## config.mk

```make
export PLATFORM = sky130hd
export DESIGN_NAME = simon_key_scheduler
export DESIGN_NICKNAME = d
export VERILOG_FILES = /design/src/rtl/simon_key_scheduler.sv
export SDC_FILE = /design/constraint.sdc
export NUM_CORES = 1
export LEC_CHECK = 0
export BUFFER_PORTS_ARGS = -buffer_cell sky130_fd_sc_hd__buf_2
export CORE_UTILIZATION = 55
export CTS_BUF_LIST = sky130_fd_sc_hd__clkbuf_4
export CTS_CLUSTER_SIZE = 25
export DETAILED_ROUTE_END_ITERATION = 6
export GPL_TIMING_DRIVEN = 0
export PLACE_DENSITY = 0.9
export SLEW_MARGIN = 5
export SYNTH_ARGS = -nofsm -noshare
export SYNTH_HDL_FRONTEND = slang
export SYNTH_SLANG_ARGS = --single-unit
```

## constraint.sdc

```tcl
create_clock -name clk -period 3.2 [get_ports clk]
set_input_delay 0.64 -clock clk [delete_from_list [all_inputs] [get_ports clk]]
set_output_delay 0.64 -clock clk [all_outputs]
set_load 0.05 [all_outputs]
```

## src/rtl/simon_key_scheduler.sv

```systemverilog
// Simon key schedule generator: loads an M-word master key, then streams the
// T round keys one per handshake from an M-word rolling register.
module simon_key_scheduler #(
  parameter int N = 16,
  parameter int M = 4
) (
  input  logic           clk,
  input  logic           rst,
  input  logic           key_valid,
  output logic           key_ready,
  input  logic [N*M-1:0] key,
  output logic           rk_valid,
  input  logic           rk_ready,
  output logic [N-1:0]   rk,
  output logic [7:0]     rk_idx,
  output logic           rk_last,
  output logic           busy
);

  function automatic int rounds_for(input int n, input int m);
    int r;
    r = 0;
    if      (n == 16 && m == 4) r = 32;
    else if (n == 24 && m == 3) r = 36;
    else if (n == 24 && m == 4) r = 36;
    else if (n == 32 && m == 3) r = 42;
    else if (n == 32 && m == 4) r = 44;
    else if (n == 48 && m == 2) r = 52;
    else if (n == 48 && m == 3) r = 54;
    else if (n == 64 && m == 2) r = 68;
    else if (n == 64 && m == 3) r = 69;
    else if (n == 64 && m == 4) r = 72;
    return r;
  endfunction

  function automatic int zsel_for(input int n, input int m);
    int s;
    s = 0;
    if      (n == 24 && m == 4) s = 1;
    else if (n == 32 && m == 3) s = 2;
    else if (n == 32 && m == 4) s = 3;
    else if (n == 48 && m == 2) s = 2;
    else if (n == 48 && m == 3) s = 3;
    else if (n == 64 && m == 2) s = 2;
    else if (n == 64 && m == 3) s = 3;
    else if (n == 64 && m == 4) s = 4;
    return s;
  endfunction

  localparam int T  = rounds_for(N, M);
  localparam int ZS = zsel_for(N, M);

  // z constants written MSB-first so that z[i] is bit (61 - i)
  localparam logic [61:0] Z0 = 62'b11111010001001010110000111001101111101000100101011000011100110;
  localparam logic [61:0] Z1 = 62'b10001110111110010011000010110101000111011111001001100001011010;
  localparam logic [61:0] Z2 = 62'b10101111011100000011010010011000101000010001111110010110110011;
  localparam logic [61:0] Z3 = 62'b11011011101011000110010111100000010010001010011100110100001111;
  localparam logic [61:0] Z4 = 62'b11010001111001101011011000100000010111000011001010010011101111;
  localparam logic [61:0] Z  = (ZS == 0) ? Z0 : (ZS == 1) ? Z1 : (ZS == 2) ? Z2 :
                               (ZS == 3) ? Z3 : Z4;
  localparam logic [7:0]  LAST = 8'(T - 1);

  if (T == 0) begin : g_illegal
    $error("simon_key_scheduler: unsupported (N, M) pair");
  end

  typedef enum logic {IDLE, RUN} state_t;

  state_t       state, state_next;
  logic [N-1:0] w [M];
  logic [7:0]   cnt;
  logic [5:0]   zp;
  logic         load, advance, z_bit;
  logic [N-1:0] t, new_word;

  always_ff @(posedge clk) begin
    if (rst) state <= IDLE;
    else     state <= state_next;
  end

  always_comb begin
    state_next = state;
    load       = 1'b0;
    advance    = 1'b0;
    case (state)
      IDLE: if (key_valid) begin
        load       = 1'b1;
        state_next = RUN;
      end
      RUN: if (rk_ready) begin
        advance = 1'b1;
        if (cnt == LAST) state_next = IDLE;
      end
      default: state_next = IDLE;
    endcase
  end

  assign z_bit = Z[6'd61 - zp];

  // One Simon key-expansion step on the rolling window, including the z bit
  always_comb begin
    t = {w[M-1][2:0], w[M-1][N-1:3]};
    if (M == 4) t = t ^ w[1];
    t = t ^ {t[0], t[N-1:1]};
    new_word = ~w[0] ^ t ^ {{(N-2){1'b0}}, 2'b11} ^ {{(N-1){1'b0}}, z_bit};
  end

  always_ff @(posedge clk) begin
    if (rst) begin
      for (int j = 0; j < M; j++) w[j] <= '0;
      cnt <= '0;
      zp  <= '0;
    end else if (load) begin
      for (int j = 0; j < M; j++) w[j] <= key[N*j +: N];
      cnt <= '0;
      zp  <= '0;
    end else if (advance) begin
      for (int j = 0; j < M-1; j++) w[j] <= w[j+1];
      w[M-1] <= new_word;
      cnt    <= cnt + 8'd1;
      zp     <= (zp == 6'd61) ? 6'd0 : zp + 6'd1;
    end
  end

  assign key_ready = (state == IDLE);
  assign rk_valid  = (state == RUN);
  assign busy      = (state == RUN);
  assign rk_last   = (state == RUN) && (cnt == LAST);
  assign rk        = w[0];
  assign rk_idx    = cnt;

endmodule

```

Word level (Yosys, flattened, before mapping)

Memories as Yosys holds them, arrays and structs flattened.
Cells that the tools add are included.

Add/sub/neg operators: 3
Multiplexer cells: 26
Divide/modulo/power cells: 0
Reduce and logical (&&, ||, !) cells: 2
Shift operators: 0
Bitwise logic cells: 15
$lt $le $gt $ge: 1
$mul: 0
Equal/unequal tests: 2

Operator list:

| cell                                                       | count |
|---|---|
| two-way mux 16 bit                                         | 8 |
| XOR 16 bit                                                 | 3 |
| two-way mux 1 bit                                          | 16 |
| NOT 16 bit                                                 | 1 |
| XOR 16 x 1 -> 16 bit                                       | 1 |
| adder 8 x 1 -> 8 bit, second input constant                | 1 |
| == test 8 x 5 -> 1 bit, second input constant              | 1 |
| OR 1 bit                                                   | 8 |
| less-than comparator 6 x 7 -> 1 bit, second input constant | 1 |
| adder 6 x 1 -> 6 bit, second input constant                | 1 |
| == test 6 bit, second input constant                       | 1 |
| two-way mux 6 bit                                          | 1 |
| subtractor 6 bit, first input constant                     | 1 |
| NOT 2 bit                                                  | 1 |
| case mux 1 bit (2 select lines)                            | 1 |
| OR reduction 2 bit                                         | 1 |
| logical AND 1 bit                                          | 1 |
| NOT 1 bit                                                  | 1 |

Bits in read-only memories: 64
Bits in latches: 0
Output and inout bits: 28
Memories: 2
Register bits: 15
Word-level logic and storage cells: 54
Input bits: 68
RAM bits: 64

Memory list:

| name            | depth | bits a word | read ports | clocked after memory_dff | write ports | line | text |
|---|---|---|---|---|---|---|---|
| (no name shown) | 64    | 1           | 1          | 0                        | 0           | 98   | `assign z_bit = Z[6'd61 - zp];` |
| w               | 4     | 16          | 4          | 0                        | 4           | 70   | `logic [N-1:0] w [M];` |

Longest topological paths before layout

Gate-level depths: netlist of run 1.

Depth in word-level cells: 7
Gate-level depth with buffers: 9
Gate-level depth less buffers: 8

Least setup slack after synthesis of run 1

OpenSTA, ideal clock, no wires.

Path type: register to register
Start point: register state (netlist: busy)
End point: memory w[0][0], enable pin
Path buffers: 1
Arrival time: 2.271 ns
Cell stages (with the launch flop): 6
Library setup time: 0.394 ns
Path slack: 0.535 ns
Data required time: 2.806 ns
Period minus slack after synthesis: 2.665 ns
Cells stage by stage: dfxtp_1 > inv_1 > nand2_1 > nand2b_1 > clkbuf_1 > nand2b_1

RTL lines:

| what                     | line | text |
|---|---|---|
| start: declaration       | 69   | `state_t state, state_next;` |
| start signal: assignment | 78   | `else state <= state_next;` |
| end: declaration         | 70   |  |

==> results of run 1 <==
==> critical path: stages, from the launching register on <==
cell and delay [ns]:
dfxtp_1 0.45, inv_1 0.16, ha_1 0.33, buf_6 0.14, mux2_4 0.29, mux4_2 0.44, mux2i_1 0.18, xnor2_1 0.09
a22o_1 0.19
==> per-stage QoR <==
stage | cell area [sq um] | setup WS [ns] | cells
finish | 4631 | 0.6927 | 505
global route | 4631 | 0.5325 | 505
CTS | 4631 | 0.6928 | 505
detailed placement | 4518 | 0.7222 | 489
global placement | 4516 | 0.3096 | 489
floorplan | 3920 | 0.5353 | 298
==> logic make-up (layout without fill, tap and decap cells) <==
family,Yosys count,after routing,synth area share (%)
DFF,79,79,56.69
xor gates and xnor gates,64,64,14.30
muxes,7,7,2.553
buffers and inverters,22,133,2.426
AOI/OAI and AO/OA,69,69,15.07
adders and majority gates,9,9,2.873
and+or+nand+nor,48,48,6.096
==> cells in the mapped netlist, types with 2 or more instances <==
cell      number
and3_1         2
nand2b_1       4
mux4_2         2
o21ai_0        3
edfxtp_1      64
a22o_1        64
dfxtp_1       15
nand3_1        4
and2_1         2
clkbuf_1      12
nand4_1        4
mux2i_1        4
xor2_1        26
inv_1          4
nand2_1       10
xnor2_1       38
buf_1          3
ha_1           9
nor2_1        17
==> worst max path at each step <==
stage	slack [ns]	cells past startpoint	to	startpoint
5_1_grt	0.53	8	w[3][0]	zp[1]
3_5_place_dp	0.72	8	w[3][0]	zp[1]
4_1_cts	0.69	8	w[3][0]	zp[1]
6_report	0.69	8	w[3][0]	zp[1]
3_3_place_gp	0.31	5	w[3][11]	key_valid
2_1_floorplan	0.54	5	w[0][0]	busy
==> layout make-up <==
class / count / area, sq um
buffer: 18 / 80.08
sequential: 79 / 2222
clock inverter: 6 / 37.54
multi-input combinational: 197 / 1605
inverter: 4 / 15.01
tap: 96 / 120.1
fill: 509 / 2201
clock buffer: 10 / 75.07
timing repair buffer: 95 / 475.5
==> power breakdown <==
group	internal, mW	switching [mW]
sequential	1.21	0.0608
clock	0.164	0.348
combinational	0.213	0.304
==> flip-flops by register name (all words and copies together), names as in the netlist <==
| signal | count |
|---|---|
| busy | 1 |
| zp | 6 |
| rk_idx | 8 |
| w | 64 |
==> layer usage <==
layer  GRT usage (%)  vias up
li1                -     1331
met5               0        -
met3           5.619       21
met1           34.27     1371
met2           43.00      155
met4           11.52        0
==> flow_metrics.py, run 1 <==
metrics = {
    "power": {
        "power.total_mw": 2.302,
        "ir_drop_mv": 0.3122,
        "power_density_nw_per_um2": 497.1,
        "p_leak_nw": 1.916,
    },
    "placed_design": {
        "hpwl_um": 6893,
        "place_congestion": 0.9024,
        "io_buffers": 95,
    },
    "cts": {
        "clockRootBuffer": "clkbuf_4",
        "cts_resized": 0,
        "cts.clk_slew.worst_paths_ns": 0.12,
        "postCtsHoldBufs": 0,
        "htree_levels": 3,
        "numCtsBuffers": 9,
        "cts_setup_buffers": 0,
        "cts_tree": "built",
        "clock_sinks": 79,
        "clock_latency_ns": 0.42,
        "clockBufferDepth": 2,
    },
    "logic_synthesis": {
        "syn_area_sq_um": 3920,
        "synth_top_area_share_pct": 49.03,
        "yosysSeqAreaShare_pct": 56.69,
        "yosysWarnings": 0,
        "ys_seq_elements": 79,
        "syn_nets": 375,
        "avgSynthCellArea_sq_um": 13.15,
        "ys_top_cells_by_area": "edfxtp_1, a22o_1, xnor2_1",
        "synthFlopType": "edfxtp_1",
        "netlist_instances": 298,
        "postSynth.asyncResetShare_pct": 0,
        "ys_types": 30,
        "yosysTopAreaCell": "edfxtp_1",
        "synth_edf_count": 64,
    },
    "global_routing": {
        "grt_max_degree": 33,
        "grt_pass1_vias": 2849,
        "antenna_found_initial": 0,
        "grt-ovfl-total": 0,
        "grtUsageTotal_pct": 26.38,
        "grt_pass1_wl_um": 14300,
    },
    "setup_path": {
        "rr_endpoint": "w[3][0]",
        "cp-start-kind": "flip-flop",
        "path_class": "flip-flop to flip-flop",
        "r2r_cells": 8,
        "reg2reg_from": "zp[1]",
        "worstSetupEndpointType": "flip-flop",
        "rrSetupSlack_ns": 0.69,
        "critical_path_arrival_ns": 2.69,
        "crit_fanout": 8,
        "cp.required_ns": 3.38,
    },
    "layout": {
        "nNetsFinal": 481,
        "final_cell_mix": "buf_2, a22o_1, edfxtp_1, xnor2_1, xor2_1",
        "drive_above_1_share_pct": 29.10,
        "syn_to_final_growth_pct": 18.13,
        "utilization_pct": 67.78,
        "final_common_cell": "buf_2",
        "diodes": 0,
    },
    "sta": {
        "drv_slew": 0,
        "slew_headroom_pct": 35.59,
        "finalCriticalPeriod_ns": 2.507,
        "rsz0062_at_grt": "no",
        "finalSetupTns_ns": 0,
        "worst_pin_slew_ns": 0.9661,
        "skew_ns": 0.01815,
        "hold_ws_ns": 0.4192,
        "final_hold_viol_count": 0,
        "setup_viol": 0,
        "fin_crit_sh_pct": 78.35,
        "max_freq_mhz": 398.8,
    },
    "routing": {
        "ant_nets": 0,
        "met1_length_um": 3640,
        "top_layer": "met4",
        "firstDrtPassIters": 4,
        "wl_per_cell_um": 18.59,
        "drt-total-wl_um": 9388,
        "wl_met3_um": 970,
        "vias_per_cell": 5.699,
        "dr_total_vias": 2878,
        "drc": 0,
        "dr_wl_met2_um": 4547,
        "drtIter0Drc": 202,
    },
    "worst_hold_path": {
        "hp-class": "input port to flip-flop",
        "hold_depth": 2,
        "hold_end": "busy",
        "hp-start": "rst",
    },
    "floorplan": {
        "placeableCoreArea_sq_um": 6832,
        "fp.dieH_um": 86.43,
        "io_pins": 96,
        "die-area_sq_um": 7469,
        "fp-row-count": 30,
        "start_util_pct": 57.38,
        "fp.dieW_um": 86.43,
    },
    "run_status": {
        "status": "finished clean",
    },
    "job": {
        "drv_cap": 0,
    },
}
No activity file was read; power rests on OpenSTA's default activity.
==> inputs of run 2 (changes only) <==
- CORE_UTILIZATION: 55 -> 50
- PLACE_DENSITY: 0.9 -> 0.86
- clock period: 3.2 -> 2.1 ns (I/O delays scaled with it)
==> flow_metrics.py, run 2 (synthesis results as in run 1) <==
metrics = {
    "run_status": {
        "status": "finished with violations",
        "violations": "setup timing",
    },
    "sta": {
        "drv_slew": 0,
        "worst_pin_slew_ns": 0.9264,
        "skew_ns": 0.02228,
        "slew_headroom_pct": 38.24,
        "final_hold_viol_count": 0,
        "hold_ws_ns": 0.1890,
        "fin_crit_sh_pct": 106.0,
        "finalCriticalPeriod_ns": 2.226,
        "rsz0062_at_grt": "yes",
        "timing.final.ws_setup_ns": -0.1261,
        "max_freq_mhz": 449.2,
        "setup_viol": 1,
    },
    "routing": {
        "ant_nets": 0,
        "drt-total-wl_um": 9436,
        "drtIter0Drc": 292,
        "firstDrtPassIters": 5,
        "dr_total_vias": 2868,
        "wl_per_cell_um": 18.43,
        "drc": 0,
        "vias_per_cell": 5.602,
    },
    "power": {
        "internal-power_mw": 2.670,
        "p_leak_nw": 1.996,
        "power.total_mw": 3.770,
        "power_density_nw_per_um2": 785.2,
        "p_sw_mw": 1.100,
        "seq_power_share_pct": 51.4,
        "pwr-share-comb_pct": 20.7,
        "swShare_pct": 29.18,
        "pwr-share-clk_pct": 27.9,
        "ir_drop_mv": 0.4953,
    },
    "global_routing": {
        "grt-ovfl-total": 0,
        "antenna_found_initial": 0,
        "grt_max_degree": 33,
        "grt_pass1_vias": 2745,
        "grtUsageTotal_pct": 23.59,
        "grt_pass1_wl_um": 14460,
    },
    "setup_path": {
        "worstSetupEndpointType": "flip-flop",
        "rr_endpoint": "w[3][0]",
        "cp.required_ns": 2.28,
        "rrSetupSlack_ns": -0.13,
        "startpoint": "zp[1]",
        "path_class": "flip-flop to flip-flop",
        "critical_path_arrival_ns": 2.41,
        "cp-start-kind": "flip-flop",
        "reg2reg_from": "zp[1]",
        "crit_fanout": 4,
        "endpoint": "w[3][0]",
        "r2r_cells": 8,
    },
    "worst_hold_path": {
        "hp-class": "input port to flip-flop",
    },
    "floorplan": {
        "die-area_sq_um": 8198,
        "fp.dieH_um": 90.55,
        "fp-row-count": 31,
        "start_util_pct": 52.91,
        "placeableCoreArea_sq_um": 7408,
        "io_pins": 96,
        "fp.dieW_um": 90.55,
    },
    "cts": {
        "clock_sinks": 79,
        "clock_latency_ns": 0.44,
        "clockBufferDepth": 2,
        "numCtsBuffers": 9,
        "htree_levels": 3,
        "cts_tree": "built",
        "cts.clk_slew.worst_paths_ns": 0.14,
        "clockRootBuffer": "clkbuf_4",
    },
    "layout": {
        "final_common_cell": "buf_2",
        "regMostFlops": "w",
        "fillers": 567,
        "nNetsFinal": 486,
        "diodes": 0,
        "fin_area_sq_um": 4801,
        "layoutNonFillerInstCount": 512,
        "utilization_pct": 64.80,
        "final_cell_mix": "buf_2, a22o_1, edfxtp_1, xnor2_1, xor2_1",
        "syn_to_final_growth_pct": 22.47,
        "largest_register_ffs": 64,
        "drive_above_1_share_pct": 34.62,
    },
    "placed_design": {
        "placed_cell_area_sq_um": 4552,
        "hpwl_um": 6651,
        "dp_cells": 492,
        "io_buffers": 95,
        "place_congestion": 0.8906,
    },
    "job": {
        "drv_cap": 0,
    },
}
## run 2: cell count changes in the layout (fill, tap and decap cells not counted), moves of 3 or more
cell,before,now
dfxtp_2,0,6
buf_1,3,0
ha_1,9,6
buf_4,1,7
dfxtp_1,15,7
clkbuf_2,0,4
## run 2: area by class of cell
class	instances	area, sq um	area share [%]
tap	99	123.9	2.580
timing repair buffer	101	535.5	11.15
buffer	17	73.82	1.538
clock inverter	5	82.58	1.720
sequential	79	2237	46.60
multi-input combinational	197	1653	34.43
clock buffer	10	75.07	1.564
inverter	4	20.02	0.4170
## run 2: worst min path at each step
stage | to | slack, ns | startpoint | cells after the start
6_report | busy | 0.19 | rst | 2
5_1_grt | busy | 0.15 | rst | 2
4_1_cts | busy | 0.17 | rst | 2
3_5_place_dp | rk_idx[1] | 0.50 | rk_idx[1] | 2
3_3_place_gp | rk_idx[1] | 0.49 | rk_idx[1] | 2
2_1_floorplan | busy | 0.49 | rst | 1
## run 2: worst max-delay path: stages (launching register included)
cell	delay, ns
dfxtp_4	0.41
inv_6	0.05
buf_12	0.12
ha_4	0.21
mux2_4	0.26
mux4_2	0.44
mux2i_1	0.18
xnor2_1	0.09
a22o_1	0.19
## run 2: metrics by stage
| stage | setup WS [ns] | setup TNS, ns |
|---|---|---|
| 6_report | -0.1261 | -0.1261 |
| 5_1_grt | -0.2109 | -0.2109 |
| 4_1_cts | -0.1039 | -0.1039 |
| 3_5_place_dp | -0.1837 | -0.3639 |
| 3_3_place_gp | -0.1497 | -0.2105 |
| 2_1_floorplan | -0.06205 | -0.06205 |
## run 2: power groups by stage
stage                     Sequential (mW)  Combinational, mW  Clock (mW)
after floorplan                      2.05              0.466           0
after global placement               1.97              0.746           0
after detailed placement             1.97              0.767           0
after CTS                            1.94              0.778        1.05
after global routing                 1.95              0.838        1.12
final                                1.94              0.781        1.05
## run 2: timing repair
item,in CTS,in global routing
gates cloned,0,0
setup endpoints to repair,2,31
hold buffers,0,0
resized for setup,5,11
hold endpoints to repair,0,0
pin swaps,1,2
buffers inserted,4,2
## run 2: per-layer routing
metal | global-route usage (%) | vias up | share of wire [%]
li1 | - | 1335 | -
met1 | 32.98 | 1370 | 41
met2 | 36.30 | 149 | 47
met3 | 5.808 | 14 | 11
met4 | 7.124 | 0 | 1.4
met5 | 0 | - | 0
